==> config.mk <==
export PLATFORM = sky130hd
export DESIGN_NAME = fetch_sequencer_flat
export DESIGN_NICKNAME = d
export VERILOG_FILES = /design/src/rtl/fetch_sequencer_if.sv /design/src/rtl/fetch_sequencer.sv /design/src/flat_wrapper.sv
export SDC_FILE = /design/constraint.sdc
export NUM_CORES = 1
export LEC_CHECK = 0
export BUFFER_PORTS_ARGS = -buffer_cell sky130_fd_sc_hd__buf_4
export CORE_MARGIN = 2
export CORE_UTILIZATION = 45
export DETAILED_ROUTE_END_ITERATION = 10
export GPL_TIMING_DRIVEN = 0
export PLACE_DENSITY_LB_ADDON = 0.1
export SKIP_CTS_REPAIR_TIMING = 1
export SKIP_LAST_GASP = 1
export SYNTH_ARGS = -nofsm -noshare
export SYNTH_HDL_FRONTEND = slang
export SYNTH_SLANG_ARGS = --single-unit
==> constraint.sdc <==
create_clock -name clk -period 5.6 [get_ports clk]
set_input_delay 1.12 -clock clk [delete_from_list [all_inputs] [get_ports clk]]
set_output_delay 1.12 -clock clk [all_outputs]
set_load 0.02 [all_outputs]
==> src/rtl/fetch_sequencer_if.sv <==
// Fetch-side bus: instruction-memory req/ack port plus the decode valid/ready port.
interface fetch_sequencer_if;
  logic        imem_req;
  logic [31:0] imem_addr;
  logic        imem_ack;
  logic [31:0] imem_rdata;
  logic        inst_valid;
  logic [31:0] inst;
  logic [31:0] inst_pc;
  logic        inst_ready;

  modport master (
    output imem_req, imem_addr, inst_valid, inst, inst_pc,
    input  imem_ack, imem_rdata, inst_ready
  );

  modport slave (
    input  imem_req, imem_addr, inst_valid, inst, inst_pc,
    output imem_ack, imem_rdata, inst_ready
  );
endinterface

==> src/rtl/fetch_sequencer.sv <==
// Instruction-fetch controller: latches pc, fetches over req/ack, buffers the word
// for decode over valid/ready, and drives npc/wpc for sequential advance or redirect.
module fetch_sequencer #(
  parameter int RESET_HOLD = 1
) (
  input  logic                clk,
  input  logic                clrn,
  input  logic [31:0]         pc,
  output logic [31:0]         npc,
  output logic                wpc,
  input  logic                redirect,
  input  logic [31:0]         redirect_target,
  fetch_sequencer_if.master   bus
);

  typedef enum logic [1:0] {LOAD, REQ, HOLD, DRAIN} state_t;

  localparam int CW = (RESET_HOLD > 1) ? $clog2(RESET_HOLD) : 1;

  state_t      state;
  logic [CW-1:0] hold_cnt;
  logic        hold_done;
  logic        req_q;
  logic        valid_q;
  logic [31:0] addr_q;
  logic [31:0] inst_q;
  logic [31:0] inst_pc_q;
  logic        handshake;
  logic [31:0] target;

  assign target    = {redirect_target[31:2], 2'b00};
  // A redirect kills the buffered instruction, so it can never complete a handshake.
  assign handshake = valid_q && bus.inst_ready && !redirect;
  assign wpc       = clrn && (redirect || handshake);
  assign npc       = !clrn     ? 32'h0 :
                     redirect  ? target :
                     handshake ? pc + 32'd4 : pc;

  assign bus.imem_req   = req_q;
  assign bus.imem_addr  = addr_q;
  assign bus.inst_valid = valid_q && !redirect;
  assign bus.inst       = inst_q;
  assign bus.inst_pc    = inst_pc_q;

  always_ff @(posedge clk or negedge clrn) begin
    if (!clrn) begin
      state     <= LOAD;
      hold_cnt  <= '0;
      hold_done <= 1'b0;
      req_q     <= 1'b0;
      valid_q   <= 1'b0;
      addr_q    <= 32'h0;
      inst_q    <= 32'h0;
      inst_pc_q <= 32'h0;
    end else begin
      case (state)
        LOAD: begin
          addr_q <= pc;
          if (!hold_done && hold_cnt != CW'(RESET_HOLD - 1)) begin
            hold_cnt <= hold_cnt + 1'b1;
          end else if (!redirect) begin
            hold_done <= 1'b1;
            req_q     <= 1'b1;
            state     <= REQ;
          end
        end
        REQ: begin
          if (bus.imem_ack) begin
            req_q <= 1'b0;
            if (redirect) begin
              state <= LOAD;
            end else begin
              inst_q    <= bus.imem_rdata;
              inst_pc_q <= addr_q;
              valid_q   <= 1'b1;
              state     <= HOLD;
            end
          end else if (redirect) begin
            state <= DRAIN;
          end
        end
        HOLD: begin
          if (redirect || bus.inst_ready) begin
            valid_q <= 1'b0;
            state   <= LOAD;
          end
        end
        DRAIN: begin
          // The request stays up until memory answers; its data is thrown away.
          if (bus.imem_ack) begin
            req_q <= 1'b0;
            state <= LOAD;
          end
        end
        default: begin
          state <= LOAD;
        end
      endcase
    end
  end

endmodule

==> src/flat_wrapper.sv <==
// flat-port wrapper written by rule: the top's interface ports become plain ports
module fetch_sequencer_flat 
#(
  parameter int RESET_HOLD = 1
)
  (clk, clrn, pc, npc, wpc, redirect, redirect_target, bus_imem_req, bus_imem_addr, bus_inst_valid, bus_inst, bus_inst_pc, bus_imem_ack, bus_imem_rdata, bus_inst_ready);
  fetch_sequencer_if bus_i ();
  input  logic clk;
  input  logic clrn;
  input  logic [31:0] pc;
  output logic [31:0] npc;
  output logic wpc;
  input  logic redirect;
  input  logic [31:0] redirect_target;
  output wire logic [$bits(bus_i.imem_req)-1:0] bus_imem_req;
  output wire logic [$bits(bus_i.imem_addr)-1:0] bus_imem_addr;
  output wire logic [$bits(bus_i.inst_valid)-1:0] bus_inst_valid;
  output wire logic [$bits(bus_i.inst)-1:0] bus_inst;
  output wire logic [$bits(bus_i.inst_pc)-1:0] bus_inst_pc;
  input wire logic [$bits(bus_i.imem_ack)-1:0] bus_imem_ack;
  input wire logic [$bits(bus_i.imem_rdata)-1:0] bus_imem_rdata;
  input wire logic [$bits(bus_i.inst_ready)-1:0] bus_inst_ready;
  assign bus_imem_req = bus_i.imem_req;
  assign bus_imem_addr = bus_i.imem_addr;
  assign bus_inst_valid = bus_i.inst_valid;
  assign bus_inst = bus_i.inst;
  assign bus_inst_pc = bus_i.inst_pc;
  assign bus_i.imem_ack = bus_imem_ack;
  assign bus_i.imem_rdata = bus_imem_rdata;
  assign bus_i.inst_ready = bus_inst_ready;
  fetch_sequencer #(.RESET_HOLD(RESET_HOLD)) u_core (.clk(clk), .clrn(clrn), .pc(pc), .npc(npc), .wpc(wpc), .redirect(redirect), .redirect_target(redirect_target), .bus(bus_i));
endmodule
==> impl_metrics.toml <==
[clocking]
clock_latency_late_sink_ns = 0.38
clock_tree.buffer_depth = 2
cts_max_level = 3
cts_inserted_buffers = 9
cts_num_sinks = 102
root_buffer = "clkbuf_8"
clk_pin_slew_ns = 0.10
cts_tree = "done"

[place]
detailedPlace.worstSlack_ns = 1.32
placedCellCount = 778
gp_congestion = 0.807
dpl-instance-area_um2 = 6820
buffer_ports.inserted = 228
dp_hpwl_um = 10500

[sta]
fin_hold_ws_ns = 0.514
tightest_slew_ns = 0.905
slew_headroom_pct = 39.3
final-max-slew-violation-count = 0
finalClockSkew_ns = 0.00971
setup_repair_after_global_routing_missed_its_margin = "no"
finalWorstSetupSlack_ns = 1.47
timing.final.hold_violations = 0
min_period_over_period_pct = 73.8
final-setup-viol-count = 0
achievable-frequency_mhz = 242
tns_ns = 0
finalWorstPathRequiredPeriod_ns = 4.13

[floorplanning]
die-height_um = 109
die-area_um2 = 11800
fp.dieW_um = 109
io_pins = 232
floorplan.initialDensity_pct = 45.7
core_region_area_um2 = 10800
core_rows = 38

[synth]
synth.yosys.warnings = 0
synth_enable_flop_cells = 0
avgSynthCellArea_um2 = 12.0
synth.yosys.seq_area_share_pct = 51.7
syn_nets = 512
yosysTopAreaCellShare_pct = 51.7
ys_top_cells_by_area = "dfrtp_1 (52%), mux2_2 (22%), o21ai_0 (3.1%), xnor2_1 (2.8%), a21oi_1 (2.0%)"
ys_types = 46
register_bit_count_reported_by_yosys = 102
postSynthCellCount = 410
postSynth.topFlopCell = "dfrtp_1"
netlist.top_cell.by_area = "dfrtp_1"
ys_async_sr_fraction_pct = 100
post_synthesis_cell_area_um2 = 4930

[setup_path]
crit_path_max_fanout = 6
worst-endpoint-required_ns = 4.48
start_kind = "input pin"
cp.arrival_ns = 3.01
timing.critical_path.to_type = "output port"
worstSetupPathType = "input pin to output port"
timing.reg2reg.worst_path_depth = 4

[grt]
maximum_number_of_pins_on_one_net_before_global_route_repair = 109
number_of_antenna_violations_at_the_first_check_in_global_routing = 0
grt_pass1_vias = 4174
grt-ovfl-total = 0
grt_usage_pct = 23.6
grt_first_pass_wirelength_um = 21500

[route]
wire_per_inst_um = 17.6
drt-pass1-iter-count = 4
detail_route.drc_violations = 0
detail-route-antenna-nets = 0
wl_um = 14000
drt_iter0_drc = 176
via_per_inst = 5.32
vias = 4232

[final_layout]
fillerInstances = 874
post_route_cells_drive_above_1_share_pct = 55.6
postLayoutCellArea_um2 = 7070
areaGrowthSynthToFinish_pct = 43.2
diodes = 0
post-route-util_pct = 65.5
stdcell_count = 795
final_net_count = 752

[pwr]
power.share.combinational_pct = 48.2
power.total_mw = 3.48
clock_power_share_pct = 14.4
internal_power_mw = 2.14
sequentialPowerShare_pct = 37.4
leakagePower_nw = 3.22
p_sw_share_pct = 38.6
net-switching-power_mw = 1.34
vdd_drop_max_v = 0.000326
power_density_nw_per_um2 = 492

[hold_path]
hp-class = "register to register"
worst_hold_path_depth = 1

[flow_run]
drv.max_cap_violation_count = 0

[status]
run_status = "completed"
routing by layer:
layer | routed length [um] | vias up | global-route usage, % | share of wire (%)
met5 | 0 | - | 0 | 0
met4 | 223 | 0 | 7.51 | 1.6
met3 | 970 | 20 | 4.78 | 6.9
met2 | 7100 | 153 | 40.0 | 51
met1 | 5670 | 2092 | 30.5 | 41
li1 | - | 1967 | - | -
area by class of cell:
class                      count  area [um2]  area share (%)
timing repair buffer         229        1740            24.7
clock inverter                 6        75.1            1.06
sequential                   102        2550            36.1
buffer                        24         103            1.45
inverter                       5        18.8           0.266
clock buffer                  10         138            1.95
multi-input combinational    279        2260            32.0
tap                          140         175            2.48
power by group through the flow:
stage          clock [mW]  sequential [mW]  combinational (mW)
6_report            0.501             1.30                1.68
5_1_grt             0.540             1.35                1.77
4_1_cts             0.513             1.30                1.70
3_5_place_dp            0             1.32                1.69
3_3_place_gp            0             1.29                1.67
2_1_floorplan           0             1.71               0.488
registers in the layout, summed over array words and instances, names as in the netlist:
signal                count
u_core.bus.imem_addr     32
u_core.bus.imem_req       1
u_core.bus.inst          32
u_core.bus.inst_pc       32
u_core.hold_cnt           1
u_core.hold_done          1
u_core.state              2
u_core.valid_q            1
synth_stat cells (all sizes together), types with 2 or more instances:
cell    count
a21oi      20
a31oi       3
and2        5
and3        7
and4        2
buf        11
clkbuf     13
dfrtp     102
inv         4
mux2       96
mux2i       2
nand2      14
nand2b      4
nand3      14
nand4      12
nor2        9
nor3        3
nor4       11
o211a       3
o21ai      31
o22ai       2
o31ai       2
or2         2
or4         2
xnor2      16
xor2        8
kinds of logic after synthesis:
kind of cell	share of synthesized area (%)
AND/OR/NAND/NOR	11.1
flip-flops	51.7
adder cells (fa/ha/maj)	0.254
buffers and inverters	2.46
AO/OA/AOI/OAI	7.94
multiplexers	22.3
XOR/XNOR	4.26
path summary, 6_finish.rpt:
check / endpoint / from / slack, ns
max in group asynchronous: u_core.bus.inst_pc[26]$_DFFE_PN0P_ / clrn / 4.39
worst min-delay path: u_core.bus.inst_pc[31]$_DFFE_PN0P_ / u_core.bus.inst_pc[31]$_DFFE_PN0P_ / 0.51
worst min register to register: u_core.bus.inst_pc[31]$_DFFE_PN0P_ / u_core.bus.inst_pc[31]$_DFFE_PN0P_ / 0.51
worst max register to register: u_core.bus.inst_pc[2]$_DFFE_PN0P_ / u_core.state[1]$_DFFE_PN0P_ / 3.40
min in group asynchronous: u_core.bus.inst_pc[1]$_DFFE_PN0P_ / clrn / 0.53
worst max-delay path: npc[28] / pc[2] / 1.47
placed cells by master, fill, tap and decap left out, types with 11 or more instances in the layout:
cell	count
buf_4	227
dfrtp_1	102
mux2_2	96
o21ai_0	31
a21oi_1	20
xnor2_1	16
nand2_1	14
clkbuf_1	13
nand3_1	11
nand4_1	11
worst max-delay path, cell delays in order:
cell	delay, ns
buf_4	0.11
ha_1	0.19
nand3_2	0.12
nor3b_4	0.40
nand3_2	0.19
or4_1	0.54
a31oi_1	0.18
buf_4	0.16
No activity file was read; power rests on OpenSTA's default activity.
